--- config.mk ---
export PLATFORM = sky130hd
export DESIGN_NAME = overflow_counter_flat
export DESIGN_NICKNAME = d
export VERILOG_FILES = /design/src/rtl/overflow_counter_if.sv /design/src/rtl/overflow_counter.sv /design/src/flat_wrapper.sv
export SDC_FILE = /design/constraint.sdc
export NUM_CORES = 1
export LEC_CHECK = 0
export CAP_MARGIN = 20
export CORE_ASPECT_RATIO = 1.4
export CORE_MARGIN = 3
export CORE_UTILIZATION = 44
export CTS_CLUSTER_SIZE = 30
export DETAILED_ROUTE_END_ITERATION = 16
export GPL_TIMING_DRIVEN = 0
export PLACE_DENSITY = 0.79
export SLEW_MARGIN = 15
export SYNTH_ARGS = -nofsm -noshare
export SYNTH_HDL_FRONTEND = slang
export SYNTH_SLANG_ARGS = --single-unit
--- constraint.sdc ---
create_clock -name clk -period 2.1 [get_ports clk]
set_input_delay 0.42 -clock clk [delete_from_list [all_inputs] [get_ports clk]]
set_output_delay 0.42 -clock clk [all_outputs]
set_load 0.02 [all_outputs]
--- src/rtl/overflow_counter_if.sv ---
// Control and status bundle for overflow_counter.
// Latency: none (wires only).
// Backpressure: none; the counter accepts a command every cycle.
interface overflow_counter_if #(
    parameter int BITWIDTH = 8,
    parameter int EVCNT_W  = 4
);
    logic                en;
    logic                up;
    logic                load;
    logic [BITWIDTH-1:0] load_val;
    logic                clr_flag;
    logic [BITWIDTH-1:0] count;
    logic [BITWIDTH-1:0] carry_mask;
    logic                terminal;
    logic                ovf_pulse;
    logic                ovf_sticky;
    logic [EVCNT_W-1:0]  ev_count;

    // Controller side drives commands and observes status.
    modport master (
        output en, up, load, load_val, clr_flag,
        input  count, carry_mask, terminal, ovf_pulse, ovf_sticky, ev_count
    );

    // Counter side consumes commands and drives status.
    modport slave (
        input  en, up, load, load_val, clr_flag,
        output count, carry_mask, terminal, ovf_pulse, ovf_sticky, ev_count
    );
endinterface

--- src/rtl/overflow_counter.sv ---
// Up/down counter with wrap or saturate at the boundary, event pulse, sticky flag, event tally.
// Latency: count/flags update one cycle after the command; carry_mask/terminal are combinational.
// Backpressure: none; a command (rst > load > en) is taken every cycle.
module overflow_counter #(
    parameter int BITWIDTH = 8,
    parameter int SATURATE = 0,
    parameter int EVCNT_W  = 4
) (
    input  logic          clk,
    input  logic          rst,
    overflow_counter_if.slave bus
);
    localparam logic [BITWIDTH-1:0] ONE    = {{(BITWIDTH-1){1'b0}}, 1'b1};
    localparam logic [EVCNT_W-1:0]  EV_ONE = {{(EVCNT_W-1){1'b0}}, 1'b1};
    localparam logic [EVCNT_W-1:0]  EV_MAX = {EVCNT_W{1'b1}};

    logic [BITWIDTH-1:0] r_count;
    logic                r_pulse;
    logic                r_sticky;
    logic [EVCNT_W-1:0]  r_ev;

    logic [BITWIDTH-1:0] w_mask;
    logic                w_term;
    logic                w_event;

    // Carry-propagate chain: bit k is set when every lower bit would ripple in the current direction.
    always_comb begin
        w_mask    = '0;
        w_mask[0] = 1'b1;
        for (int k = 1; k < BITWIDTH; k++) begin
            w_mask[k] = w_mask[k-1] & (bus.up ? r_count[k-1] : ~r_count[k-1]);
        end
    end

    assign w_term  = w_mask[BITWIDTH-1] &
                     (bus.up ? r_count[BITWIDTH-1] : ~r_count[BITWIDTH-1]);
    // A load always wins over counting, so it can never be an overflow.
    assign w_event = bus.en & ~bus.load & w_term;

    // Counter register: reset, then load, then step; saturate mode freezes at the boundary.
    always_ff @(posedge clk) begin
        if (rst) begin
            r_count <= '0;
        end else if (bus.load) begin
            r_count <= bus.load_val;
        end else if (bus.en) begin
            if (w_event && (SATURATE != 0)) begin
                r_count <= r_count;
            end else if (bus.up) begin
                r_count <= r_count + ONE;
            end else begin
                r_count <= r_count - ONE;
            end
        end
    end

    // Event status: a coincident clear loses to a new event, so the tally restarts at one.
    always_ff @(posedge clk) begin
        if (rst) begin
            r_pulse  <= 1'b0;
            r_sticky <= 1'b0;
            r_ev     <= '0;
        end else begin
            r_pulse <= w_event;
            if (w_event) begin
                r_sticky <= 1'b1;
                if (bus.clr_flag) begin
                    r_ev <= EV_ONE;
                end else if (r_ev != EV_MAX) begin
                    r_ev <= r_ev + EV_ONE;
                end
            end else if (bus.clr_flag) begin
                r_sticky <= 1'b0;
                r_ev     <= '0;
            end
        end
    end

    assign bus.count      = r_count;
    assign bus.carry_mask = w_mask;
    assign bus.terminal   = w_term;
    assign bus.ovf_pulse  = r_pulse;
    assign bus.ovf_sticky = r_sticky;
    assign bus.ev_count   = r_ev;
endmodule

--- src/flat_wrapper.sv ---
// flat-port wrapper written by rule: the top's interface ports become plain ports
module overflow_counter_flat 
#(
    parameter int BITWIDTH = 8,
    parameter int SATURATE = 0,
    parameter int EVCNT_W  = 4
)
  (clk, rst, bus_en, bus_up, bus_load, bus_load_val, bus_clr_flag, bus_count, bus_carry_mask, bus_terminal, bus_ovf_pulse, bus_ovf_sticky, bus_ev_count);
  overflow_counter_if #(.BITWIDTH(BITWIDTH), .EVCNT_W(EVCNT_W)) bus_i ();
  input  logic clk;
  input  logic rst;
  input wire logic [$bits(bus_i.en)-1:0] bus_en;
  input wire logic [$bits(bus_i.up)-1:0] bus_up;
  input wire logic [$bits(bus_i.load)-1:0] bus_load;
  input wire logic [$bits(bus_i.load_val)-1:0] bus_load_val;
  input wire logic [$bits(bus_i.clr_flag)-1:0] bus_clr_flag;
  output wire logic [$bits(bus_i.count)-1:0] bus_count;
  output wire logic [$bits(bus_i.carry_mask)-1:0] bus_carry_mask;
  output wire logic [$bits(bus_i.terminal)-1:0] bus_terminal;
  output wire logic [$bits(bus_i.ovf_pulse)-1:0] bus_ovf_pulse;
  output wire logic [$bits(bus_i.ovf_sticky)-1:0] bus_ovf_sticky;
  output wire logic [$bits(bus_i.ev_count)-1:0] bus_ev_count;
  assign bus_i.en = bus_en;
  assign bus_i.up = bus_up;
  assign bus_i.load = bus_load;
  assign bus_i.load_val = bus_load_val;
  assign bus_i.clr_flag = bus_clr_flag;
  assign bus_count = bus_i.count;
  assign bus_carry_mask = bus_i.carry_mask;
  assign bus_terminal = bus_i.terminal;
  assign bus_ovf_pulse = bus_i.ovf_pulse;
  assign bus_ovf_sticky = bus_i.ovf_sticky;
  assign bus_ev_count = bus_i.ev_count;
  overflow_counter #(.BITWIDTH(BITWIDTH), .SATURATE(SATURATE), .EVCNT_W(EVCNT_W)) u_core (.clk(clk), .rst(rst), .bus(bus_i));
endmodule
* Word-level counts from Yosys, hierarchy flattened
Cells that the tools add are included.
** Word-level totals
- Logic and storage cells :: 47
- Input port bits :: 14
- Output and inout bits :: 23
- Register bits :: 14
** Operators by class
- Eq/ne operators :: 1
- Multiplexer cells :: 17
- Reductions and logical operators :: 4
- Add/sub/neg operators :: 3
- Bitwise operators :: 18
** Operators by type and width (number)
- $mux W8 :: 3
- $mux W4 :: 4
- $mux W1 :: 10
- $and A1 B1 Y1 :: 9
- $not A1 Y1 :: 9
- $add A8 B1 Y8 const B :: 1
- $sub A8 B1 Y8 const B :: 1
- $reduce_bool A2 Y1 :: 3
- $add A4 B1 Y4 const B :: 1
- $ne A4 B4 Y1 const B :: 1
- $reduce_and A2 Y1 :: 1

* Longest topological paths before layout
- Depth in word-level cells :: 12
- Depth in mapped cells :: 6
- Gate-level depth less buffers :: 6

* Worst setup path after synthesis
OpenSTA, ideal clock, no wires.
- Path type :: input -> output
- Start :: input port bus_up
- End :: output port bus_terminal
- Arrival :: 1.653 ns
- Data required time :: 1.680 ns
- Setup slack :: 0.027 ns
- Buffers on the path :: 0
- Stages :: 5
- Cell sequence :: inv_1 ha_1 and4_1 and3_2 and2_1
** On the way
- Cells in the longest elaborated chain, start to end :: 8
- Elaborated cells on any way between the ends :: 15
- Those cells by class :: mux (8); bitwise (7)
** Ends and longest elaborated chain
- start: declaration :: RTL line flat_wrapper.sv:13 : input wire logic [$bits(bus_i.up)-1:0] bus_up;
- $mux W1 :: RTL line overflow_counter.sv:31 : w_mask[k] = w_mask[k-1] & (bus.up ? r_count[k-1] : ~r_count[k-1]);
- $and A1 B1 Y1 (5 in series) :: RTL line overflow_counter.sv:31
- $and A1 B1 Y1 (*) :: RTL line overflow_counter.sv:31
- via bus_carry_mask[7] :: RTL line flat_wrapper.sv:18 : output wire logic [$bits(bus_i.carry_mask)-1:0] bus_carry_mask;
- $and A1 B1 Y1 (*) :: RTL line overflow_counter.sv:35 : assign w_term = w_mask[BITWIDTH-1] &
- end: declaration :: RTL line flat_wrapper.sv:19 : output wire logic [$bits(bus_i.terminal)-1:0] bus_terminal;
The timed path passes the listed nets; every way through them passes the cells marked *.

* Worst setup path in the final report
- Start :: register u_core.r_count[1], in the netlist u_core.bus.count[1]
- End :: output port bus_terminal
** On the way
- Cells in the longest elaborated chain, start to end :: 9
** Ends and longest elaborated chain
- start: declaration :: RTL line overflow_counter.sv:17 : logic [BITWIDTH-1:0] r_count;
- start signal: assignment :: RTL line overflow_counter.sv:45 : r_count <= bus.load_val;
- start signal: assignment :: RTL line overflow_counter.sv:48 : r_count <= r_count;
- start signal: assignment :: RTL line overflow_counter.sv:50 : r_count <= r_count + ONE;
- $not A1 Y1 :: RTL line overflow_counter.sv:31
- $mux W1 (*) :: RTL line overflow_counter.sv:31
- $and A1 B1 Y1 (*) (6 in series) :: RTL line overflow_counter.sv:31
- $and A1 B1 Y1 (*) :: RTL line overflow_counter.sv:35
Every way passes the cells marked *; elsewhere a longest branch is shown, timed or not.

==> run summary <==
Critical Path Max Stage Delay - 370 ps
Power consumption - 774 uW
Register area share after synthesis - 27.1%
Vias in the first global route - 1162
Fin Clk Skew - 1.32 ps
Worst-path cell chain - ha_4 -> and4_4 -> and3_2 -> and2_1 -> buf_4
Post-route DRC - 0
H-tree lvl count - 1
Portion of netlist area occupied by mux cells - 2.91%
Cell with the most instances after synthesis - a21oi_1
Worst Path Max Fanout - 5
Top Metal Used - met4
Fin crit period - 2090 ps
Final Worst Setup Slack - 14.8 ps
Drt pass-1 iters - 6
Complex-gate fraction of the synthesized area - 23.1%
Die height - 63.3 um
Number of enable flip-flop cells after synthesis - 0
Post-CTS Setup Bufs - 0
R2r worst-path depth - 5
VDD IR max - 0.385 mV
Initial antenna violation count - 0
Post-route setup TNS - 0 ps
WP data arrival - 1670 ps
Critical path class - flop to output port
Unrepaired setup endpoints after global routing - yes
N_diodes - 0
Main combinational cell family by area after synthesis - simple AND/OR/NAND/NOR gates
Hold-fix buffers at CTS - 0
Clock group share of total power - 21.4%
Flip-flop and latch count after synthesis - 14
Post-DRT Antenna Nets - 0
Switching Fraction - 35.1%
Die width - 47.0 um
Ys Warns - 0
PD cells - 515 nW/um^2
CP Capture Type - output port
WL met3 - 167 um
Tcrit/Tclk final - 99.3%
Yosys top cell area share - 27.1%
Syn Std Cell Area - 1030 um^2
GRT Total Usage - 22.4%
Switching power of the nets - 272 uW
CTS tree - built
CP Launch Type - flop
Sequential power share - 38.9%
Vias - 1097
Max-cap violations - 0
Combinational Power Share - 39.7%
Clock Tree Buf Depth - 2
Hold Vio Cnt, Final - 0
Die footprint - 2970 um^2
Grt total ovfl - 0
Worst R2R Setup Slack - 330 ps
DR vias/cell - 6.03
Critical Path RT - 1680 ps
Leakage Power - 0.594 nW
Slew HR - 65.0%
Port bufs - 34
Dominant cells by area after synthesis - dfxtp_1, ha_1, a21oi_1
Post-Synth XOR/XNOR Area - 4.96%
Pre-CTS WS - -1180 ps
Routed wire per std cell - 16.2 um
Dominant synthesized flop cell - dfxtp_1
Area Growth Syn to Fin - 45.5%
Largest net degree at the start of global routing - 11
Max Freq - 480 MHz
Crit path from - u_core.bus.count[1]
Setup violations, final - 0
RR Startpoint - u_core.bus.count[1]
Yosys cell types - 44
GPL Wtd Cong - 0.851
Met2 routed WL - 1520 um
Post-synth ARST share - 0%
CP max stage cell - dfxtp_2
Worst Hold Class - input pin to flop
# nets final - 184
Clock sinks - 14
Count of final max-slew check failures - 0
Initial Utilization - 46.9%
Post-synthesis adder-cell area fraction - 10.4%
# placed instances - 179
DPL Wire Length - 2130 um
Final std cells w/o fill - 182
Crit path capture - bus_terminal
Clock root buffer - clkbuf_4
Synth Net Count - 145
Hold slack - 457 ps
Initial detailed-routing violation count - 35
Total CTS buffers - 3
Synth area leader - dfxtp_1
Synth Area in Simple Gates - 26.3%
Core area - 2200 um^2
Pint - 503 uW
IO Pins - 37
R2R Path End - u_core.bus.count[7]
Number of core rows - 20
First-pass GRT wire length - 5080 um
Met1 wire length - 1200 um
Status - finished clean
Cell count after synthesis - 123
Synth Area per Inst - 8.40 um^2
Synth cell count leaders - a21oi_1, dfxtp_1, nor2_1, ha_1, inv_1
Clock transition at the registers of the reported paths - 90 ps
Clock Latency Late Sink - 290 ps
Layout cells sized above 1 - 20.0%
Slew @ Worst Pin - 525 ps
Routed wire length - 2940 um
-- worst min-delay path by stage --
stage / end / slack (ps) / startpoint / depth (start not counted)
floorplan: u_core.bus.ev_count[2] / 500 / bus_clr_flag / 1
global placement: u_core.bus.ovf_sticky / 460 / u_core.bus.ovf_sticky / 2
detailed placement: u_core.bus.ovf_sticky / 460 / u_core.bus.ovf_sticky / 2
CTS: u_core.bus.count[3] / 460 / bus_load / 3
global route: u_core.bus.ovf_sticky / 500 / u_core.bus.ovf_sticky / 2
finish: u_core.bus.count[3] / 460 / bus_load / 3
-- registers in the layout, summed over array words and instances, names as in the netlist --
name                   cells
u_core.bus.ovf_sticky      1
u_core.bus.ovf_pulse       1
u_core.bus.count           8
u_core.bus.ev_count        4
-- cell families after synthesis --
logic type | Yosys count
mux | 3
simple gates | 45
flops | 14
compound gates | 37
fa+ha+maj | 8
other cells | 1
xor+xnor | 5
buf+inv | 10
-- what timing repair did --
action,4_1_cts,5_1_grt
setup endpoints to repair,17,4
resized for setup,33,10
pin swaps,0,2
-- layout by cell type (no fill, tap or decap), types with 3 or more instances in the layout --
cell type	synthesis	routed
dfxtp_2	0	5
xnor2_1	4	4
a21oi_1	15	15
mux2i_1	3	3
dfxtp_1	14	9
clkbuf_4	0	3
dlygate4sd2_1	0	3
a211oi_1	4	4
nor2_1	9	9
nand2_1	3	3
and2_1	4	4
nand3_1	3	3
and3_2	3	3
o211ai_1	3	3
ha_4	0	6
nor3b_1	3	3
clkdlybuf4s50_1	0	26
o21ai_0	4	4
inv_1	5	4
nor3_1	3	3
-- power by group through the flow --
stage                     logic, mW  registers [mW]  clock network [mW]
after floorplan               0.157           0.314                   0
after global placement        0.271           0.299                   0
after detailed placement      0.276           0.299                   0
after CTS                     0.304           0.300               0.163
after global routing          0.336           0.303               0.171
final                         0.308           0.301               0.166
-- through the flow --
stage	util, %	cell area [um^2]
finish	68.3	1500
global route	68.3	1500
CTS	68.5	1510
detailed placement	63.6	1400
global placement	63.6	1400
floorplan	-	1030
-- final cells by class --
type	instances	area [um^2]
inverter	5	23.8
clock buffer	3	22.5
timing repair buffer	34	320
buffer	5	31.3
fill	190	698
multi-input combinational	99	792
sequential	14	287
tap	22	27.5
-- routing by layer --
metal	up-vias	GRT usage (%)
met5	-	0
met4	0	9.00
met3	7	2.86
met2	47	38.1
met1	511	26.7
li1	532	-
-- worst max-delay path: cells and delay by family (launching register included) --
family | cells | cell delay (ps)
simple gates | 3 | 570
flops | 1 | 370
fa+ha+maj | 1 | 290
buf+inv | 1 | 140
Power figures use the tool's default switching activity.
